===== config.mk =====
export PLATFORM = sky130hd
export DESIGN_NAME = syst_ws_ctrl
export DESIGN_NICKNAME = d
export VERILOG_FILES = /design/src/rtl/syst_pkg.sv /design/src/rtl/syst_skew_line.sv /design/src/rtl/syst_ws_ctrl.sv
export SDC_FILE = /design/constraint.sdc
export NUM_CORES = 1
export LEC_CHECK = 0
export ABC_AREA = 1
export BUFFER_PORTS_ARGS = -buffer_cell sky130_fd_sc_hd__buf_2
export CAP_MARGIN = 25
export CORE_UTILIZATION = 30
export DETAILED_ROUTE_END_ITERATION = 10
export GPL_ROUTABILITY_DRIVEN = 0
export GPL_TIMING_DRIVEN = 0
export PLACE_DENSITY = 0.6
export SLEW_MARGIN = 15
export SYNTH_ARGS = -nofsm -noshare
export SYNTH_HDL_FRONTEND = slang
export SYNTH_SLANG_ARGS = --single-unit

===== constraint.sdc =====
create_clock -name clk_i -period 1.8 [get_ports clk_i]
set_input_delay 0.18 -clock clk_i [delete_from_list [all_inputs] [get_ports clk_i]]
set_output_delay 0.18 -clock clk_i [all_outputs]
set_load 0.03 [all_outputs]

===== src/rtl/syst_pkg.sv =====
// Shared definitions for the syst_ws feed/drain controller.
// Holds the default array geometry, the controller FSM state type and a lane
// slicing helper used when packing/unpacking per-lane vectors.
package syst_pkg;

  localparam int unsigned DefN        = 5;   // array dimension (lanes)
  localparam int unsigned DefDw       = 8;   // activation width
  localparam int unsigned DefYw       = 20;  // result width
  localparam int unsigned DefLw       = 8;   // job length counter width
  localparam int unsigned DefArrayLat = 5;   // syst_ws x lane k -> y lane k latency

  typedef enum logic [1:0] {
    StIdle,
    StFeed,
    StDrain,
    StDone
  } ctrl_state_t;

  // LSB position of lane `lane` in a flat vector of `width`-bit lanes.
  function automatic int unsigned lane_lsb(input int unsigned lane, input int unsigned width);
    return lane * width;
  endfunction

endpackage


===== src/rtl/syst_skew_line.sv =====
// Fixed-length delay line with asynchronous clear.
// Ports:
//   clk_i  - clock
//   rst_ni - asynchronous active-low reset, clears every stage
//   d_i    - WIDTH-bit input
//   q_o    - d_i delayed by DEPTH cycles (DEPTH = 0 is a plain wire)
module syst_skew_line #(
  parameter int unsigned WIDTH = 1,
  parameter int unsigned DEPTH = 0
) (
  input  logic             clk_i,
  input  logic             rst_ni,
  input  logic [WIDTH-1:0] d_i,
  output logic [WIDTH-1:0] q_o
);

  if (DEPTH == 0) begin : g_wire
    logic unused_clk_rst;
    assign unused_clk_rst = clk_i ^ rst_ni;
    assign q_o = d_i;
  end else if (DEPTH == 1) begin : g_one
    logic [WIDTH-1:0] pipe_q;
    always_ff @(posedge clk_i or negedge rst_ni) begin
      if (!rst_ni) pipe_q <= '0;
      else         pipe_q <= d_i;
    end
    assign q_o = pipe_q;
  end else begin : g_multi
    // Stage 0 sits in the low WIDTH bits; the oldest stage is at the top.
    logic [DEPTH*WIDTH-1:0] pipe_q;
    always_ff @(posedge clk_i or negedge rst_ni) begin
      if (!rst_ni) pipe_q <= '0;
      else         pipe_q <= {pipe_q[(DEPTH-1)*WIDTH-1:0], d_i};
    end
    assign q_o = pipe_q[DEPTH*WIDTH-1 -: WIDTH];
  end

endmodule


===== src/rtl/syst_ws_ctrl.sv =====
// Feed/drain scheduler for the N x N weight-stationary systolic array syst_ws.
// Accepts one activation vector per cycle (valid/ready), skews lane k by k+1
// register stages onto the array inputs, de-skews the array's y columns back
// into aligned result vectors, and sequences a job of len_i vectors through
// IDLE -> FEED -> DRAIN -> DONE.
// Ports:
//   clk_i, rst_ni            - clock, asynchronous active-low reset
//   start_i, len_i           - start a job of len_i vectors (sampled in IDLE)
//   in_valid_i/in_ready_o    - activation handshake, in_data_i lane k at [k*DW +: DW]
//   arr_x_o, arr_valid_o     - skewed lanes to syst_ws x1..xN / valid1..N
//   arr_y_i                  - syst_ws y1..yN
//   out_valid_o, out_data_o  - aligned result vector (no backpressure)
//   busy_o, done_o           - state != IDLE, one-cycle end-of-job pulse
// Optional: define SYST_CTRL_PERF_EN to add perf_cycles_o (FEED+DRAIN cycles of
// the last job) and perf_bubbles_o (FEED cycles without in_valid_i).
module syst_ws_ctrl
  import syst_pkg::*;
#(
  parameter int unsigned N         = DefN,
  parameter int unsigned DW        = DefDw,
  parameter int unsigned YW        = DefYw,
  parameter int unsigned LW        = DefLw,
  parameter int unsigned ARRAY_LAT = DefArrayLat
) (
  input  logic            clk_i,
  input  logic            rst_ni,
  input  logic            start_i,
  input  logic [LW-1:0]   len_i,
  input  logic            in_valid_i,
  output logic            in_ready_o,
  input  logic [N*DW-1:0] in_data_i,
  output logic [N*DW-1:0] arr_x_o,
  output logic [N-1:0]    arr_valid_o,
  input  logic [N*YW-1:0] arr_y_i,
  output logic            out_valid_o,
  output logic [N*YW-1:0] out_data_o,
  output logic            busy_o,
  output logic            done_o
`ifdef SYST_CTRL_PERF_EN
  ,
  output logic [31:0]     perf_cycles_o,
  output logic [31:0]     perf_bubbles_o
`endif
);

  // A vector accepted at edge t is aligned at the output in cycle t+N+ARRAY_LAT.
  // DRAIN lasts exactly that long after the last accept so done_o lands in the
  // cycle right after the final out_valid_o.
  localparam int unsigned OutLat    = N + ARRAY_LAT;
  localparam int unsigned DrainW    = $clog2(OutLat);
  localparam logic [DrainW-1:0] DrainLoad = DrainW'(OutLat - 1);

  ctrl_state_t       state_q, state_d;
  logic [LW-1:0]     remain_q, remain_d;
  logic [DrainW-1:0] drain_q, drain_d;
  logic              in_ready;
  logic              accept;
  logic              out_valid;

  assign accept = in_valid_i & in_ready;

  always_ff @(posedge clk_i or negedge rst_ni) begin
    if (!rst_ni) begin
      state_q  <= StIdle;
      remain_q <= '0;
      drain_q  <= '0;
    end else begin
      state_q  <= state_d;
      remain_q <= remain_d;
      drain_q  <= drain_d;
    end
  end

  always_comb begin
    state_d  = state_q;
    remain_d = remain_q;
    drain_d  = drain_q;
    in_ready = 1'b0;
    done_o   = 1'b0;
    unique case (state_q)
      StIdle: begin
        if (start_i) begin
          remain_d = len_i;
          state_d  = (len_i != '0) ? StFeed : StDone;
        end
      end
      StFeed: begin
        in_ready = 1'b1;
        if (in_valid_i) begin
          remain_d = remain_q - LW'(1);
          if (remain_q == LW'(1)) begin
            state_d = StDrain;
            drain_d = DrainLoad;
          end
        end
      end
      StDrain: begin
        if (drain_q == '0) state_d = StDone;
        else               drain_d = drain_q - DrainW'(1);
      end
      StDone: begin
        done_o  = 1'b1;
        state_d = StIdle;
      end
      default: state_d = StIdle;
    endcase
  end

  assign in_ready_o = in_ready;
  assign busy_o     = (state_q != StIdle);

  // Marks which aligned output slots carry an accepted vector.
  syst_skew_line #(
    .WIDTH (1),
    .DEPTH (OutLat)
  ) u_valid_pipe (
    .clk_i  (clk_i),
    .rst_ni (rst_ni),
    .d_i    (accept),
    .q_o    (out_valid)
  );

  assign out_valid_o = out_valid;

  for (genvar k = 0; k < N; k++) begin : g_lane
    logic [DW:0]   skew_in;
    logic [DW:0]   skew_out;
    logic [YW-1:0] y_aligned;

    // Non-handshake cycles inject a zero bubble (valid=0, data=0).
    assign skew_in = accept ? {1'b1, in_data_i[lane_lsb(k, DW) +: DW]} : '0;

    syst_skew_line #(
      .WIDTH (DW + 1),
      .DEPTH (k + 1)
    ) u_in_skew (
      .clk_i  (clk_i),
      .rst_ni (rst_ni),
      .d_i    (skew_in),
      .q_o    (skew_out)
    );

    assign arr_valid_o[k]                  = skew_out[DW];
    assign arr_x_o[lane_lsb(k, DW) +: DW]  = skew_out[DW-1:0];

    syst_skew_line #(
      .WIDTH (YW),
      .DEPTH (N - 1 - k)
    ) u_out_deskew (
      .clk_i  (clk_i),
      .rst_ni (rst_ni),
      .d_i    (arr_y_i[lane_lsb(k, YW) +: YW]),
      .q_o    (y_aligned)
    );

    // Gated so stale array output never leaks out (the last lane is a wire).
    assign out_data_o[lane_lsb(k, YW) +: YW] = out_valid ? y_aligned : '0;
  end

`ifdef SYST_CTRL_PERF_EN
  logic [31:0] perf_cycles_q, perf_cycles_d;
  logic [31:0] perf_bubbles_q, perf_bubbles_d;

  always_ff @(posedge clk_i or negedge rst_ni) begin
    if (!rst_ni) begin
      perf_cycles_q  <= '0;
      perf_bubbles_q <= '0;
    end else begin
      perf_cycles_q  <= perf_cycles_d;
      perf_bubbles_q <= perf_bubbles_d;
    end
  end

  always_comb begin
    perf_cycles_d  = perf_cycles_q;
    perf_bubbles_d = perf_bubbles_q;
    if (state_q == StIdle) begin
      if (start_i) begin
        perf_cycles_d  = '0;
        perf_bubbles_d = '0;
      end
    end else begin
      if (state_q == StFeed || state_q == StDrain) perf_cycles_d = perf_cycles_q + 32'd1;
      if (state_q == StFeed && !in_valid_i)       perf_bubbles_d = perf_bubbles_q + 32'd1;
    end
  end

  assign perf_cycles_o  = perf_cycles_q;
  assign perf_bubbles_o = perf_bubbles_q;
`endif

endmodule

=== Word-level counts from Yosys, hierarchy flattened ===
Cells that the tools add are included.

* Bits in registers: 359
* Input port bits: 152

* Equality and inequality tests: 9
* Add/sub/neg operators: 2
* Reduce and logical (&&, ||, !) cells: 9
* Mux-type cells: 25
* Bitwise gates (word level): 1

{| class="wikitable"
|+ Operator list
! operator !! number
|-
| 2-to-1 mux 20 bit || 5
|-
| 2-to-1 mux 9 bit || 5
|-
| 2-to-1 mux 8 bit || 2
|-
| case mux 8 bit (2 select lines) || 1
|-
| 2-to-1 mux 4 bit || 3
|-
| 2-to-1 mux 2 bit || 5
|-
| != test 2 bit, second input constant || 5
|-
| == test 8 x 1 -> 1 bit, second input constant || 1
|-
| case mux 2 bit (4 select lines) || 1
|-
| case mux 4 bit (2 select lines) || 1
|-
| AND reduction 4 bit || 2
|-
| nonzero test 8 bit || 1
|-
| subtractor 8 x 1 -> 8 bit, second input constant || 1
|-
| nonzero test 2 bit || 3
|-
| == test 2 bit, second input constant || 2
|-
| zero test 4 bit || 1
|-
| subtractor 4 x 1 -> 4 bit, second input constant || 1
|-
| AND reduction 3 bit || 1
|-
| == test 2 x 1 -> 1 bit, second input constant || 1
|-
| zero test 2 bit || 1
|-
| 2-to-1 mux 1 bit || 2
|-
| AND 1 bit || 1
|}

=== Longest topological paths before layout ===
Gate-level depths: netlist of run 1.

* Depth in word-level cells: 4
* Mapped depth: 10
* Mapped depth without buffers: 9

=== Hierarchy ===
Synthesis of run 1 repeated with hierarchy kept, for this count alone.

* Cell total of the unflattened synthesis: 908
* Area total of the unflattened synthesis: 11668.7 um2

{| class="wikitable"
|+ Modules (own cells, without submodules)
! module !! cells an instance !! area an instance (um2) !! times used
|-
| syst_ws_ctrl || 447 || 2164.6 || 1
|-
| syst_skew_line (g_lane[0].u_out_deskew) || 100 || 2152.1 || 1
|-
| syst_skew_line (g_lane[1].u_out_deskew) || 80 || 1651.6 || 1
|-
| syst_skew_line (g_lane[4].u_in_skew) || 54 || 1193.6 || 1
|-
| syst_skew_line (g_lane[2].u_out_deskew) || 60 || 1151.1 || 1
|-
| syst_skew_line (g_lane[3].u_in_skew) || 45 || 968.4 || 1
|-
| syst_skew_line (g_lane[2].u_in_skew) || 36 || 743.2 || 1
|-
| syst_skew_line (g_lane[1].u_in_skew) || 27 || 518.0 || 1
|-
| syst_skew_line (g_lane[3].u_out_deskew) || 20 || 500.5 || 1
|-
| syst_skew_line (u_valid_pipe) || 10 || 250.2 || 1
|-
| syst_skew_line (g_lane[0].u_in_skew) || 9 || 225.2 || 1
|-
| syst_skew_line (g_lane[4].u_out_deskew) || 20 || 150.1 || 1
|}

=== Least setup slack after synthesis of run 1 ===
OpenSTA, ideal clock, no wires.

* Kind: reg-to-reg
* Start: reg state_q[1]
* End: reg remain_q[2]
* Setup slack: 0.109 ns
* Path buffers: 1
* Library setup time: 0.117 ns
* Cell stages (with the launch flop): 9
* Data arrival time: 1.574 ns
* Period minus slack after synthesis: 1.691 ns
* Cells stage by stage: dfrtp_1 inv_1 ha_1 nand2_2 a21oi_2 buf_4 o21ai_0 nand2_1 nand2_1

* Cells in the longest elaborated chain, start to end: 3
* Elaborated cells on any way between the ends: 7

{| class="wikitable"
|+ RTL lines
! item !! line !! RTL
|-
| start, declared || syst_ws_ctrl.sv:53 || <nowiki>ctrl_state_t state_q, state_d;</nowiki>
|-
| start signal, assigned || syst_ws_ctrl.sv:64 || <nowiki>state_q <= StIdle;</nowiki>
|-
| start signal, assigned || syst_ws_ctrl.sv:68 || <nowiki>state_q <= state_d;</nowiki>
|-
| == test 2 x 1 -> 1 bit or zero test 2 bit (tied branches) || syst_ws_ctrl.sv:80 || <nowiki>unique case (state_q)</nowiki>
|-
| != test 2 bit (no line) or nonzero test 2 bit (tied branches) || - ||
|-
| AND reduction 3 bit (no line) || - ||
|-
| end signal, assigned || syst_ws_ctrl.sv:69 || <nowiki>remain_q <= remain_d;</nowiki>
|-
| end, declared || syst_ws_ctrl.sv:54 || <nowiki>logic [LW-1:0] remain_q, remain_d;</nowiki>
|}

Several ways; a longest one is shown, not always the timed one.
A chain may end at the register's enable or synchronous reset.

=== Worst setup path after layout of run 1 ===
* Start: reg u_valid_pipe.g_multi.pipe_q[9]
* End: out out_data_o[57]

* Cells in the longest elaborated chain, start to end: 1

{| class="wikitable"
|+ RTL lines
! item !! line !! RTL
|-
| start, declared || syst_skew_line.sv:30 || <nowiki>logic [DEPTH*WIDTH-1:0] pipe_q;</nowiki>
|-
| start signal, assigned || syst_skew_line.sv:33 || <nowiki>else pipe_q <= {pipe_q[(DEPTH-1)*WIDTH-1:0], d_i};</nowiki>
|-
| 2-to-1 mux 20 bit || syst_ws_ctrl.sv:157 || <nowiki>assign out_data_o[lane_lsb(k, YW) +: YW] = out_valid ? y_aligned : '0;</nowiki>
|-
| end, declared || syst_ws_ctrl.sv:36 || <nowiki>output logic [N*YW-1:0] out_data_o,</nowiki>
|}

No other way between the ends.

==> results of run 1 <==
==> final cells by class <==
class                      instances  share of cell area, %
clock inverter                    17                   1.02
clock buffer                      51                   7.06
timing repair buffer             431                   18.8
buffer                            53                   2.54
sequential                       344                   55.7
tap                              455                   3.69
multi-input combinational        256                   7.18
inverter                         162                   3.94
==> critical path, delay by kind of cell (launching register included) <==
family	cells	cell delay (ns)
buffers and inverters	4	0.53
DFF	1	0.42
and+or+nand+nor	1	0.10
==> power by group through the flow <==
stage | clock, µW | combinational, µW | sequential (µW)
CTS | 7800 | 4410 | 8910
detailed placement | 0 | 4080 | 9040
finish | 7530 | 4390 | 8910
global placement | 0 | 3990 | 9020
global route | 8110 | 4850 | 9000
floorplan | 0 | 2720 | 9000
==> metal layers <==
| metal | global-route usage (%) | vias up |
|---|---|---|
| li1 | - | 3262 |
| met1 | 13.9 | 3244 |
| met2 | 22.0 | 259 |
| met3 | 3.28 | 54 |
| met4 | 5.66 | 0 |
| met5 | 0 | - |
==> worst max path at each step <==
| stage | start | to | slack [ns] | cells past startpoint |
|---|---|---|---|---|
| floorplan | state_q[1] | remain_q[2] | 0.11 | 8 |
| global placement | rst_ni | g_lane[0].u_out_deskew.g_multi.pipe_q[56] | -5.83 | 1 |
| detailed placement | u_valid_pipe.g_multi.pipe_q[9] | out_data_o[99] | -0.27 | 5 |
| CTS | u_valid_pipe.g_multi.pipe_q[9] | out_data_o[97] | 0.002 | 5 |
| global route | u_valid_pipe.g_multi.pipe_q[9] | out_data_o[43] | -0.01 | 5 |
| finish | u_valid_pipe.g_multi.pipe_q[9] | out_data_o[57] | 0.06 | 5 |
==> stage by stage <==
stage	cells	power (µW)	TNS (ns)	setup WS [ns]
4_1_cts	1770	21100	0	0.00160
3_3_place_gp	1572	13000	-1995.75	-5.83
3_5_place_dp	1575	13100	-6.61	-0.270
5_1_grt	1769	22000	-0.0576	-0.0113
6_report	1769	20800	0	0.0555
2_1_floorplan	817	11700	0	0.109
==> Yosys cell counts <==
master and count:
dfrtp_1 344, inv_1 161, nand2_1 150, nor2_1 59, buf_4 38, clkbuf_1 15, nand3_1 14, o21ai_0 9
ha_1 8, a21oi_1 5, o21ai_1 3, o22ai_1 2, a21oi_2 1, and2_0 1, buf_1 1, buf_2 1
inv_2 1, nand2_2 1, nor3_1 1, o211ai_1 1, xor2_1 1
==> sequential cells by signal (all words and copies together) (netlist names) <==
signal                              flops
g_lane.u_in_skew.q_o                    8
g_lane.u_out_deskew.q_o                20
g_lane.u_out_deskew.g_multi.pipe_q    180
state_q                                 2
remain_q                                8
drain_q                                 4
u_valid_pipe.g_multi.pipe_q             6
g_lane.u_in_skew.g_multi.pipe_q       116
==> timing repair <==
item | 4_1_cts | 5_1_grt
gates resized for setup | 26 | 18
endpoints found under the hold margin | 202 | 0
hold buffers | 126 | 0
setup buffers | 2 | 0
setup endpoints to repair | 101 | 34
==> logic make-up (layout without fill, tap and decap cells) <==
kind of cell / count (synthesis) / count (layout) / synth area share [%]
XOR/XNOR: 1 / 1 / 0.0822
flip-flops: 344 / 344 / 80.7
buffers and inverters: 217 / 714 / 8.99
adder cells (fa/ha/maj): 8 / 8 / 0.939
AND/OR/NAND/NOR: 226 / 226 / 8.18
AO/OA/AOI/OAI: 21 / 21 / 1.07
==> summary.txt, run 1 <==
Clock network
  • Root Buffer: clkbuf_16
  • CTS tree: yes
  • Clock sinks: between 300 and 400
  • Worst-Skew Late Latency: approximately 0.52 ns
  • Max clock buf depth: 3
  • CTS Buf Count: 38
  • Clk slew on worst S/H paths: about 0.060 ns
  • H-tree levels: 2

Floorplanning
  • Die Width: between 150 and 200 µm
  • Core ar.: around 0.035 mm²
  • Die Span Y: approximately 190 µm
  • Std cell rows: between 60 and 70
  • Initial Utilization: between 30% and 40%
  • Die area: 0.0363 mm²
  • I/O Pins: 301

Setup path
  • CP max FO: 10
  • Worst r2r path cells: 8
  • CP endpoint kind: output port
  • WS Path Type: reg -> out
  • Peak per-stage delay on the critical path: approximately 0.42 ns
  • Slowest stage cell, crit path: dfrtp_2
  • Worst reg2reg path startpoint: state_q[1]
  • CP Launch Type: register
  • CP Data Arrival Time: about 1.6 ns
  • Crit-path cells: buf_12, clkbuf_4, nand2_1, inv_1, buf_2
  • Worst R2R Setup Slack: roughly 0.23 ns
  • Worst EP required: about 1.6 ns
  • R2r endpoint: remain_q[2]

Global route
  • Vias in the first global route: 7,187
  • Tot GR Track Use: ~12%
  • Total gr overflow: 0
  • Initial antenna violation count: 0
  • First-pass GRT wire length: 35.2 mm
  • Largest net degree at the start of global routing: between 100 and 150

Routing
  • Wire length per cell: about 12 µm
  • DRT Wirelength: about 22 mm
  • DRT met1 WL: roughly 8.6 mm
  • DR top layer: met4
  • Initial DRT Pass Iterations: 4
  • Via/cell ratio: ~3.9
  • Met3 WL post-DR: roughly 1.6 mm
  • DR WL met2: around 11 mm
  • DRT antenna net count: 0
  • # DRC: 0
  • Vias: 6,819
  • Starting DRT DRC Count: about 190

Final layout
  • Area taken by multi-input logic gates: about 0.0011 mm²
  • Ant diodes: 0
  • Fin area: approximately 0.015 mm²
  • Commonest non-fill, non-tap cells in the layout: 343 x dfrtp_1, 289 x buf_2, 161 x inv_1
  • Layout cells sized above 1: 32.2%
  • Nets: ~1,400
  • Number of fill cells: ~3,200
  • Area occupied by registers: between 0.008 and 0.009 mm²
  • Area grow syn2layout: 44.9%
  • Most common cell after layout, fill and taps aside: dfrtp_1
  • Utilization after layout: 44.5%

Timing
  • Final setup fails: 0
  • Final Slew Violations: 0
  • Unrepaired setup endpoints after global routing: true
  • Max_slew headroom: between 50% and 60%
  • Max Clk Rate: roughly 570 MHz
  • Skew final: approximately 0.015 ns
  • Minimum clock period: about 1.7 ns
  • Post-route clock period utilization: a little over nine tenths
  • Post-Route Hold Slack: between 0.03 and 0.04 ns
  • Slew @ Worst Pin: 0.624 ns
  • Fin. Hold Viols: 0

Pwr
  • NetSw: just over 6000 µW
  • Sequential power share: 42.8%
  • Cell Int Power: 14,700 µW
  • Switching Share: a little under 30%
  • Maximum VDD drop: about 740 µV
  • Clock share of power: a little over a third
  • Combinational power share: a little over a fifth
  • PwrDens: around 1300 mW/mm²
  • Leak: ~0.0088 µW

Run status
  • Status: finished, final reports clean

Synth
  • Post-synthesis net count: about 980
  • Mapped Area: ~0.011 mm²
  • Largest cells by area after synthesis: dfrtp_1 81%, inv_1 5.7%, nand2_1 5.3%, buf_4 2.7%, nor2_1 2.1%
  • Synth unique cells: 21
  • Post-synthesis register bit count: between 300 and 400
  • Syn Area/Cell: around 13 µm²
  • Leading area contributor after synthesis: dfrtp_1
  • Cells after Synth: between 800 and 900
  • Sequential share of the synthesized area: 80.7%
  • Synth top area share: 80.7%
  • Synth warn: 0

Hold path
  • Worst hold endpoint: remain_q[6]
  • Hold path depth: 5
  • Hold_sp: len_i[6]
  • HP Class: in -> reg

Placed design
  • DPL Wire Length: 15.0 mm
  • Port bufs: 300
  • Cell Area, Placed: between 0.01 and 0.015 mm²

Flow run
  • Max-cap violations: 0
No activity file was read; power rests on OpenSTA's default activity.
==> run 2, diff against run 1 <==
CTS_BUF_LIST = sky130_fd_sc_hd__clkbuf_4   (was not set)
==> run 2 against run 1 <==
- the flow now finishes with violations (negative setup slack)
- clock power is 9.7% lower
- maximum frequency fell by 11%
- die area stayed put
- first-iteration DRC count grew 35%
- count of clock-buffer cells in the layout rose by 78
- sequential power about the same
- final cell count up 8.6%
- utilization increased by 3.4 points
- critical path depth stayed put
- combinational power rose by 25%
- worst setup slack worse by 0.22 ns
- via count increased by 11%
- critical endpoint is now out_data_o[62]
- largest power group unchanged
==> summary.txt, run 2 (same netlist as run 1, synthesis figures left out) <==
Hold path
  • Hold path depth: 2 (-3)
  • Worst hold endpoint: g_lane[0].u_out_deskew.g_multi.pipe_q[17]
  • HP Class: in -> reg
  • Hold_sp: arr_y_i[17]

Floorplanning
  • Die Width: 191 µm (unchanged)
  • Die area: 0.0363 mm² (unchanged)
  • Std cell rows: 68 (unchanged)
  • Core ar.: 0.0347 mm² (unchanged)
  • Initial Utilization: 30.7% (unchanged)
  • Die Span Y: 191 µm (unchanged)
  • I/O Pins: 301 (unchanged)

Pwr
  • Leak: 0.00929 µW (+5.1%)
  • PwrDens: 1280 mW/mm² (-5.4%)
  • Total power: 21,200 µW (+1.9%)
  • Maximum VDD drop: 1170 µV (+58%)

Setup path
  • CP Data Arrival Time: 1.78 ns (+0.22 ns)
  • R2r endpoint: remain_q[2]
  • Crit path top cell by count: buf_8
  • Worst reg2reg path startpoint: state_q[1]
  • WS Path Type: reg -> out
  • Largest delay share family, worst path: buffers and inverters
  • CP endpoint kind: output port
  • Crit path buffers/inverters: 4 (unchanged)
  • Peak per-stage delay on the critical path: 0.45 ns (+0.03 ns)
  • Worst EP required: 1.62 ns (about the same)
  • Crit-path cells: buf_8, buf_8, nand2_1, inv_1, buf_4
  • Worst r2r path cells: 11 (+3)
  • CP max FO: 10 (unchanged)
  • CP Launch Type: register
  • Slowest stage cell, crit path: dfrtp_2
  • Worst R2R Setup Slack: 0.05 ns (-0.18 ns)

Timing
  • Final Slew Violations: 0 (unchanged)
  • Final worst setup slack: -0.163 ns (-0.219 ns)
  • Unrepaired setup endpoints after global routing: true
  • Max_slew headroom: 65.1% (+6.7 points)
  • Max Clk Rate: 509 MHz (-11%)
  • Slew @ Worst Pin: 0.524 ns (-0.100 ns)
  • Final setup fails: 101 (+101)
  • Post-route clock period utilization: 109% (+12 points)
  • Skew final: 0.0472 ns (+0.0319 ns)
  • Fin. Hold Viols: 0 (unchanged)
  • Minimum clock period: 1.96 ns (+0.219 ns)

Clock network
  • Root Buffer: clkbuf_4
  • CTS Buf Count: 90 (+140%)
  • Clk slew on worst S/H paths: 0.06 ns (about the same)
  • Clock sinks: 344 (unchanged)
  • Worst-Skew Late Latency: 0.73 ns (+0.21 ns)
  • Max clock buf depth: 3 (unchanged)
  • H-tree levels: 3 (+1)
  • CTS tree: yes

Global route
  • First-pass GRT wire length: 38.7 mm (+10%)
  • Total gr overflow: 0 (unchanged)
  • Largest net degree at the start of global routing: 111 (unchanged)
  • Initial antenna violation count: 1 (+1)
  • Vias in the first global route: 8,136 (+13%)
  • Tot GR Track Use: 13.9% (+1.4 points)

Placed design
  • Port bufs: 300 (unchanged)
  • DPL Wire Length: 15.0 mm (unchanged)
  • Cell Area, Placed: 0.0128 mm² (unchanged)

Flow run
  • Max-cap violations: 0 (unchanged)

Final layout
  • Layout cells sized above 1: 37.1% (+4.9 points)
  • Fin area: 0.0166 mm² (+7.6%)
  • Commonest non-fill, non-tap cells in the layout: 343 x dfrtp_1, 197 x buf_2, 182 x dlygate4sd3_1
  • Utilization after layout: 47.9% (+3.4 points)
  • Nets: 1,568 (+8.4%)
  • Number of fill cells: 2,978 (-5.6%)
  • Max reg flops: 180 (unchanged)
  • Most common cell after layout, fill and taps aside: dfrtp_1
  • Top reg by flops: g_lane.u_out_deskew.g_multi.pipe_q
  • Area grow syn2layout: 56.0%

Routing
  • Wire length per cell: 13.5 µm (+7.7%)
  • Via/cell ratio: 3.93 (+2.1%)
  • Starting DRT DRC Count: 261 (+35%)
  • Initial DRT Pass Iterations: 5 (+1)
  • DRT Wirelength: 25.9 mm (+17%)
  • # DRC: 0 (unchanged)
  • Vias: 7,561 (+11%)
  • DRT antenna net count: 0 (unchanged)

Run status
  • Failing checks: negative setup slack
  • Status: finished with violations
run 2: cell type report:
| type | instances | area, µm² | area share, % |
|---|---|---|---|
| well taps | 455 | 569 | 3.42 |
| clock inverters | 21 | 195 | 1.17 |
| multi-input cells | 256 | 1180 | 7.13 |
| plain buffers | 54 | 482 | 2.90 |
| clock buffers | 129 | 968 | 5.82 |
| repair buffers | 500 | 4000 | 24.1 |
| flip-flops and latches | 344 | 8610 | 51.8 |
| diodes | 1 | 2.50 | 0.0150 |
| inverters | 162 | 616 | 3.70 |
run 2: timing repair:
| item | 4_1_cts | 5_1_grt |
|---|---|---|
| setup endpoints to repair | 103 | 231 |
| hold buffers | 182 | 0 |
| endpoints found under the hold margin | 360 | 0 |
| gates cloned | 0 | 4 |
| buffers inserted | 6 | 5 |
| gates resized for setup | 151 | 90 |
| pin swaps | 1 | 2 |
run 2: where the power goes:
group          leakage [µW]  internal (µW)  switching [µW]
Sequential          0.00427           8570             351
Clock              0.000687           3840            2960
Combinational       0.00433           2270            3220
run 2: how the worst max path moves through the flow:
stage,from,end,slack [ns],cells past startpoint
floorplan,state_q[1],remain_q[2],0.11,8
global placement,rst_ni,g_lane[0].u_out_deskew.g_multi.pipe_q[56],-5.83,1
detailed placement,u_valid_pipe.g_multi.pipe_q[9],out_data_o[99],-0.27,5
CTS,u_valid_pipe.g_multi.pipe_q[9],out_data_o[14],-0.29,5
global route,u_valid_pipe.g_multi.pipe_q[9],out_data_o[62],-0.32,5
finish,u_valid_pipe.g_multi.pipe_q[9],out_data_o[62],-0.16,5
run 2: per-stage QoR:
stage,setup slack (ns),hold WS (ns),std cells,setup TNS [ns]
after floorplan,0.109,-0.116,817,0
after global placement,-5.83,0.288,1572,-1995.75
after detailed placement,-0.270,0.229,1575,-6.61
after CTS,-0.287,0.00104,1913,-24.20
after global routing,-0.323,0.0161,1922,-26.43
final,-0.163,0.123,1922,-10.31
run 2: layer usage:
| layer | vias to the layer above | GRT usage [%] | part of all wire (%) |
|---|---|---|---|
| met1 | 3615 | 13.9 | 36 |
| met4 | 0 | 9.23 | 3.9 |
| li1 | 3563 | - | - |
| met5 | - | 0 | 0 |
| met2 | 320 | 24.1 | 52 |
| met3 | 63 | 4.88 | 7.9 |
run 2: worst register-to-register path, delay by kind of cell, from the launching register on:
| kind | cells | cell delay [ns] |
|---|---|---|
| buffers and inverters | 5 | 0.58 |
| AOI/OAI and AO/OA | 2 | 0.32 |
| and+or+nand+nor | 3 | 0.20 |
| adders and majority gates | 1 | 0.16 |
| DFF | 1 | 0.41 |
